`src/rtl/pm_lfsr_domain.sv`:
```
// Power-managed Fibonacci LFSR: sequencer isolates, saves, switches off, and restores on wake.
// Latency: pd_req -> OFF in SW_DLY+3 cycles; pu_req -> ON in SW_DLY+4 cycles. Requests are not queued.
module pm_lfsr_domain #(
  parameter int               WIDTH   = 5,
  parameter logic [WIDTH-1:0] TAPS    = 5'b10100,
  parameter logic [WIDTH-1:0] SEED    = 5'b00001,
  parameter int               SW_DLY  = 4,
  parameter logic [WIDTH-1:0] ISO_VAL = '0
) (
  input  logic             clk,
  input  logic             rst,
  input  logic             en,
  input  logic             seed_ld,
  input  logic [WIDTH-1:0] seed,
  input  logic             pd_req,
  input  logic             pu_req,
  output logic [WIDTH-1:0] lfsr_q,
  output logic             lfsr_bit,
  output logic [2:0]       pwr_state,
  output logic             busy,
  output logic             done,
  output logic             iso_en,
  output logic             save_en,
  output logic             restore_en,
  output logic             sw_en
);

  typedef enum logic [2:0] {
    S_ON      = 3'd0,
    S_ISO     = 3'd1,
    S_SAVE    = 3'd2,
    S_SWOFF   = 3'd3,
    S_OFF     = 3'd4,
    S_SWON    = 3'd5,
    S_RESTORE = 3'd6,
    S_DEISO   = 3'd7
  } state_e;

  localparam int CW = $clog2(SW_DLY + 2);

  state_e           state_q, state_d;
  logic [WIDTH-1:0] lfsr_st_q, lfsr_st_d;
  logic [WIDTH-1:0] ret_q, ret_d;
  logic [CW-1:0]    cnt_q, cnt_d;
  logic             done_q, done_d;

  always_ff @(posedge clk) begin
    if (!rst) begin
      state_q   <= S_ON;
      lfsr_st_q <= SEED;
      ret_q     <= '0;
      cnt_q     <= '0;
      done_q    <= 1'b0;
    end else begin
      state_q   <= state_d;
      lfsr_st_q <= lfsr_st_d;
      ret_q     <= ret_d;
      cnt_q     <= cnt_d;
      done_q    <= done_d;
    end
  end

  always_comb begin
    state_d   = state_q;
    lfsr_st_d = lfsr_st_q;
    ret_d     = ret_q;
    cnt_d     = cnt_q;
    done_d    = 1'b0;
    case (state_q)
      S_ON: begin
        if (pd_req)       state_d = S_ISO;
        else if (seed_ld) lfsr_st_d = seed;
        else if (en)      lfsr_st_d = {lfsr_st_q[WIDTH-2:0], ^(lfsr_st_q & TAPS)};
      end
      S_ISO: state_d = S_SAVE;
      S_SAVE: begin
        // Domain contents are lost as soon as the switch opens.
        ret_d     = lfsr_st_q;
        lfsr_st_d = '0;
        cnt_d     = '0;
        state_d   = S_SWOFF;
      end
      S_SWOFF: begin
        if (cnt_q == CW'(SW_DLY - 1)) begin
          cnt_d   = '0;
          state_d = S_OFF;
          done_d  = 1'b1;
        end else begin
          cnt_d = cnt_q + 1'b1;
        end
      end
      S_OFF: begin
        lfsr_st_d = '0;
        cnt_d     = '0;
        if (pu_req) state_d = S_SWON;
      end
      S_SWON: begin
        // Ramp-up holds one extra cycle for supply settle before restore.
        if (cnt_q == CW'(SW_DLY)) begin
          cnt_d     = '0;
          lfsr_st_d = ret_q;
          state_d   = S_RESTORE;
        end else begin
          cnt_d = cnt_q + 1'b1;
        end
      end
      S_RESTORE: state_d = S_DEISO;
      S_DEISO: begin
        state_d = S_ON;
        done_d  = 1'b1;
      end
      default: state_d = S_ON;
    endcase
  end

  assign iso_en     = (state_q != S_ON) && (state_q != S_DEISO);
  assign save_en    = (state_q == S_SAVE);
  assign restore_en = (state_q == S_RESTORE);
  assign sw_en      = (state_q != S_SWOFF) && (state_q != S_OFF);
  assign busy       = (state_q != S_ON) && (state_q != S_OFF);
  assign done       = done_q;
  assign pwr_state  = state_q;
  assign lfsr_q     = iso_en ? ISO_VAL : lfsr_st_q;
  assign lfsr_bit   = lfsr_q[WIDTH-1];

endmodule

```
`config.mk`:
```
export PLATFORM = sky130hd
export DESIGN_NAME = pm_lfsr_domain
export DESIGN_NICKNAME = d
export VERILOG_FILES = /design/src/rtl/pm_lfsr_domain.sv
export SDC_FILE = /design/constraint.sdc
export NUM_CORES = 1
export LEC_CHECK = 0
export CAP_MARGIN = 15
export CELL_PAD_IN_SITES_DETAIL_PLACEMENT = 1
export CELL_PAD_IN_SITES_GLOBAL_PLACEMENT = 1
export CORE_ASPECT_RATIO = 1.4
export CORE_UTILIZATION = 38
export CTS_CLUSTER_DIAMETER = 120
export CTS_CLUSTER_SIZE = 28
export DETAILED_ROUTE_END_ITERATION = 8
export GPL_TIMING_DRIVEN = 1
export PLACE_DENSITY_LB_ADDON = 0.1
export SLEW_MARGIN = 20
export SYNTH_ARGS = -nofsm -noshare
export SYNTH_HDL_FRONTEND = slang
export SYNTH_SLANG_ARGS = --single-unit
export TNS_END_PERCENT = 30
```
`constraint.sdc`:
```
create_clock -name clk -period 3.17 [get_ports clk]
set_input_delay 0.4755 -clock clk [delete_from_list [all_inputs] [get_ports clk]]
set_output_delay 0.4755 -clock clk [all_outputs]
set_load 0.005 [all_outputs]
```
-- Word-level counts from Yosys, hierarchy flattened
Index checks and enable logic that the tools add are counted.
Widths: inputs -> output; s select.
- output and inout bits: 15
- bits of input ports: 11
- logic and storage cells: 51
- flip-flop bits (word level): 17
- equal/unequal tests: 18
- mux-type cells: 16
- add/sub/neg operators: 1
- reductions and logical operators: 11
- operator list (operator ; count):
    $mux 5 ; 5
    $pmux 3 s8 ; 1
    $mux 3 ; 6
    $eq 3x3->1 const B ; 5
    $pmux 5 s3 ; 1
    $ne 2x2->1 const B ; 5
    $eq 3x2->1 const B ; 3
    $ne 3x3->1 const B ; 3
    $pmux 3 s3 ; 1
    $reduce_bool 3->1 ; 3
    $reduce_and 4->1 ; 2
    $reduce_xor 5->1 ; 1
    $add 3x1->3 const B ; 1
    $eq 3x1->1 const B ; 1
    $logic_and 1x1->1 ; 3
    $logic_not 3->1 ; 1
    $ne 3x2->1 const B ; 1
    $pmux 1 s2 ; 1
    $reduce_or 2->1 ; 1
    $mux 1 ; 1

-- Longest topological paths before layout
- word-level depth: 5
- depth in mapped cells: 8
- mapped depth without buffers: 6

-- Least setup slack after synthesis
No wires, ideal clock.
- path kind: register to output
- start: reg state_q[0], in the netlist pwr_state[0]
- end: out lfsr_q[4]
- setup slack: 1260 ps
- arrival time: 1435 ps
- required time: 2694 ps
- path buffers: 2
- cell stages (with the launch flop): 7
- path through: dfxtp_1 > inv_1 > ha_1 > clkbuf_1 > mux2i_1 > nor2b_1 > buf_4
- longest elaborated chain between the ends: 3
- elaborated cells on any way between the ends: 4
- those cells by class: 1 x eq/ne; 1 x mux; 2 x reduce/logical
- ends and longest elaborated chain (element ; line ; text):
    start: declaration ; 41 ; state_e state_q, state_d;
    start signal: assignment ; 55 ; state_q <= state_d;
    $ne 3x3->1 or $reduce_bool 3->1 (tied branches) ; 116 ; assign iso_en = (state_q != S_ON) && (state_q != S_DEISO);
    $logic_and 1x1->1 (*) ; 116 ;
    net iso_en ; 22 ; output logic iso_en,
    $mux 5 (*) ; 123 ; assign lfsr_q = iso_en ? ISO_VAL : lfsr_st_q;
    end: declaration ; 17 ; output logic [WIDTH-1:0] lfsr_q,
The timed path passes the listed nets; every way through them passes the cells marked *.

-- Final worst setup path
- start: reg state_q[0], in the netlist pwr_state[0]
- end: out iso_en
- longest elaborated chain between the ends: 2
- elaborated cells on any way between the ends: 3
- those cells by class: 1 x eq/ne; 2 x reduce/logical
- ends and longest elaborated chain (element ; line):
    $ne 3x3->1 or $reduce_bool 3->1 (tied branches) ; 116
    $logic_and 1x1->1 (*) ; 116
    end: declaration ; 22
Mark *: on every way between the ends. The rest lies on a longest branch, timed or not.

==> flow_metrics.tcl <==
set metrics [dict create \
    post-route-min-period_ps 2660 \
    drtIter0Drc 12 \
    grt_first_pass_wirelength_um 4390 \
    die_x_um 46.1 \
    seq_area_um2 340 \
    grtUsageTotal_pct 20.5 \
    synth-main-ff-cell "dfxtp_1" \
    tritoncts.num_buffers 3 \
    drcViolationCount 0 \
    tightest_slew_ps 708 \
    post_cts_buffers 0 \
    placementRows 22 \
    startpoint_type "flip-flop" \
    critical_path_depth 4 \
    synth.top_cell.area_share_pct 32.9 \
    postLayoutCoreUtil_pct 50.4 \
    syn_avg_cell_area_um2 8.27 \
    drtAntennaViolNets 0 \
    fmax_ghz 0.376 \
    crit_fanout 8 \
    r2r-start "pwr_state[1]" \
    nets 165 \
    rsz0062_at_grt "no" \
    timing.rr.end "pwr_state[1]" \
    io_pins 26 \
    max_stage_delay_ps 600 \
    initial_utilization_pct 39.9 \
    maxCapViolCount 0 \
    synth-warning-count 0 \
    cpMaxStageDelayCell "clkdlybuf4s50_1" \
    end_kind "output pin" \
    fp.dieH_um 63.7 \
    post-route-period-util_pct 84.0 \
    root_buffer "clkbuf_4" \
    wl_um 2650 \
    postSynthCellCount 125 \
    leakage_uw 0.000487 \
    grt_pass1_vias 970 \
    setup_viol_count_final 0 \
    status "completed" \
    clock_skew_ps 3.78 \
    crit_type "reg -> out" \
    cts_hold_buf 0 \
    hold_viol 0 \
    cp_cell_sequence "inv_1 > ha_1 > mux2i_1 > clkdlybuf4s50_1" \
    ys_top_cells_by_area "dfxtp_1 (33%), ha_1 (9.7%), a21oi_1 (7.7%)" \
    slew_viol_final 0 \
    post_cts_resized 0 \
    yosys.cell_types.count 31 \
    wl_per_cell_um 14.6 \
    syn_nets 144 \
    endpoint "iso_en" \
    antenna_found_initial 0 \
    grt_overflow 0 \
    first_pass_iters 4 \
    reg2reg_depth 6 \
    synth-edff-count 0 \
    hpwl_um 2140 \
    worst-endpoint-arrival_ps 2190 \
    path_delay_family "buffers and inverters" \
    grt_max_degree 15 \
    synthToLayoutAreaGrowth_pct 26.2 \
    yosys_register_bits 17 \
    clock_sinks 17 \
    fillerInstances 316 \
    final_cells 181 \
    yosys.area.top_type "dfxtp_1" \
    netlist_area_um2 1030 \
    r2r_slack_ps 1040 \
    cts_tree "done" \
    die-area_um2 2940 \
    gp_congestion 0.786 \
    synthArstFlopShare_pct 0 \
    peakVddDrop_v 0.000342 \
    cts_buffer_depth 2 \
    drive_gt1_share_pct 6.21 \
    path_buf_inv 2 \
    max-slew-margin-rel_pct 52.8 \
    insertion_delay_ps 280 \
    power.density_nw_per_um2 781 \
    routed_via_density 5.20 \
    core_area_um2 2590 \
    placed_cells 177 \
    diodes 0 \
    cts.clk_slew.worst_paths_ps 90 \
    ys_seq_area_share_pct 32.9 \
    dr_total_vias 942 \
    multi_input_area_um2 601 \
    crit_path_start "pwr_state[0]" \
    htree_levels 1 \
    hp-class "reg -> reg" \
    worstPathRequired_ps 2690 \
    place.port_buffers 25 \
    tns_ps 0 \
]
worst min path at each step:
stage / start / endpoint / slack (ps) / cells past startpoint
floorplan: ret_q[0] / ret_q[0] / 440 / 2
global placement: ret_q[2] / ret_q[2] / 450 / 2
detailed placement: ret_q[0] / ret_q[0] / 460 / 2
CTS: ret_q[0] / ret_q[0] / 480 / 2
global route: ret_q[0] / ret_q[0] / 500 / 2
finish: ret_q[4] / ret_q[4] / 480 / 2
stage by stage:
step	cell area, µm²	setup WS, ps	total power (µW)	hold slack, ps
6_report	1300	507	1020	481
5_1_grt	1300	360	1110	503
3_3_place_gp	1280	830	898	451
2_1_floorplan	1030	1260	677	436
3_5_place_dp	1280	808	919	464
4_1_cts	1300	470	1040	479
tightest hold or removal path: cells and delay by family (launching register included):
family           cells  cell delay (ps)
flip-flops           1              330
AND/OR/NAND/NOR      1               60
AO/OA/AOI/OAI        1               50
Yosys cell counts (2+ instances only):
library cell and count:
nor2_1 4, buf_4 2, a221oi_1 2, o31ai_1 4, nand2b_1 2, nand2_1 14
o21ai_0 4, mux2_2 4, a211oi_1 4, and2_1 3, inv_1 11, nor2b_1 5
a21oi_1 16, clkbuf_1 4, dfxtp_1 17, a22oi_1 4, ha_1 8, nand3_1 2
mux2i_1 3
routing by layer:
metal  global-route usage, %  part of all wire, %  vias up
met4                    7.72                 0.91        0
met3                    2.87                  3.5        2
met1                    23.0                   41      446
met2                    36.6                   55       21
met5                       0                    0        -
li1                        -                    -      473
power breakdown:
part           total (µW)  switching (µW)  leakage, µW  internal, µW
logic                 553             267     0.000333           286
registers             354            77.1     0.000139           277
clock network         111            61.9    0.0000150          48.7
layout make-up:
cell class | count | area share (%)
Multi-Input combinational cell | 88 | 46.1
Timing Repair Buffer | 25 | 19.2
Sequential cell | 17 | 26.1
Clock buffer | 4 | 2.02
Inverter | 11 | 3.17
Tap cell | 36 | 3.45
cell families (layout without fill, tap and decap cells):
logic type | Yosys count | in the layout | share of synthesized area (%)
and+or+nand+nor | 34 | 34 | 16.8
adders and majority gates | 8 | 8 | 9.69
DFF | 17 | 17 | 32.9
buffers and inverters | 20 | 40 | 8.96
xor gates and xnor gates | 1 | 1 | 0.848
AOI/OAI and AO/OA | 38 | 38 | 23.5
muxes | 7 | 7 | 7.26
state kept, by name, summed over array words and instances, names as in the netlist:
register and count:
cnt_q 3, ret_q 5, lfsr_st_q 5, done 1, pwr_state 3
cells in the final DEF (no fill, tap or decap), drive strengths merged, types with 2 or more instances in the layout:
| master | count |
|---|---|
| a211oi | 4 |
| a21oi | 16 |
| a221oi | 2 |
| a22oi | 4 |
| and2 | 3 |
| clkbuf | 4 |
| clkdlybuf4s50 | 25 |
| dfxtp | 17 |
| ha | 8 |
| inv | 11 |
| mux2 | 4 |
| mux2i | 3 |
| nand2 | 14 |
| nand2b | 2 |
| nand3 | 2 |
| nor2 | 4 |
| nor2b | 6 |
| o21ai | 4 |
| o31ai | 4 |
No activity file was read; power rests on OpenSTA's default activity.
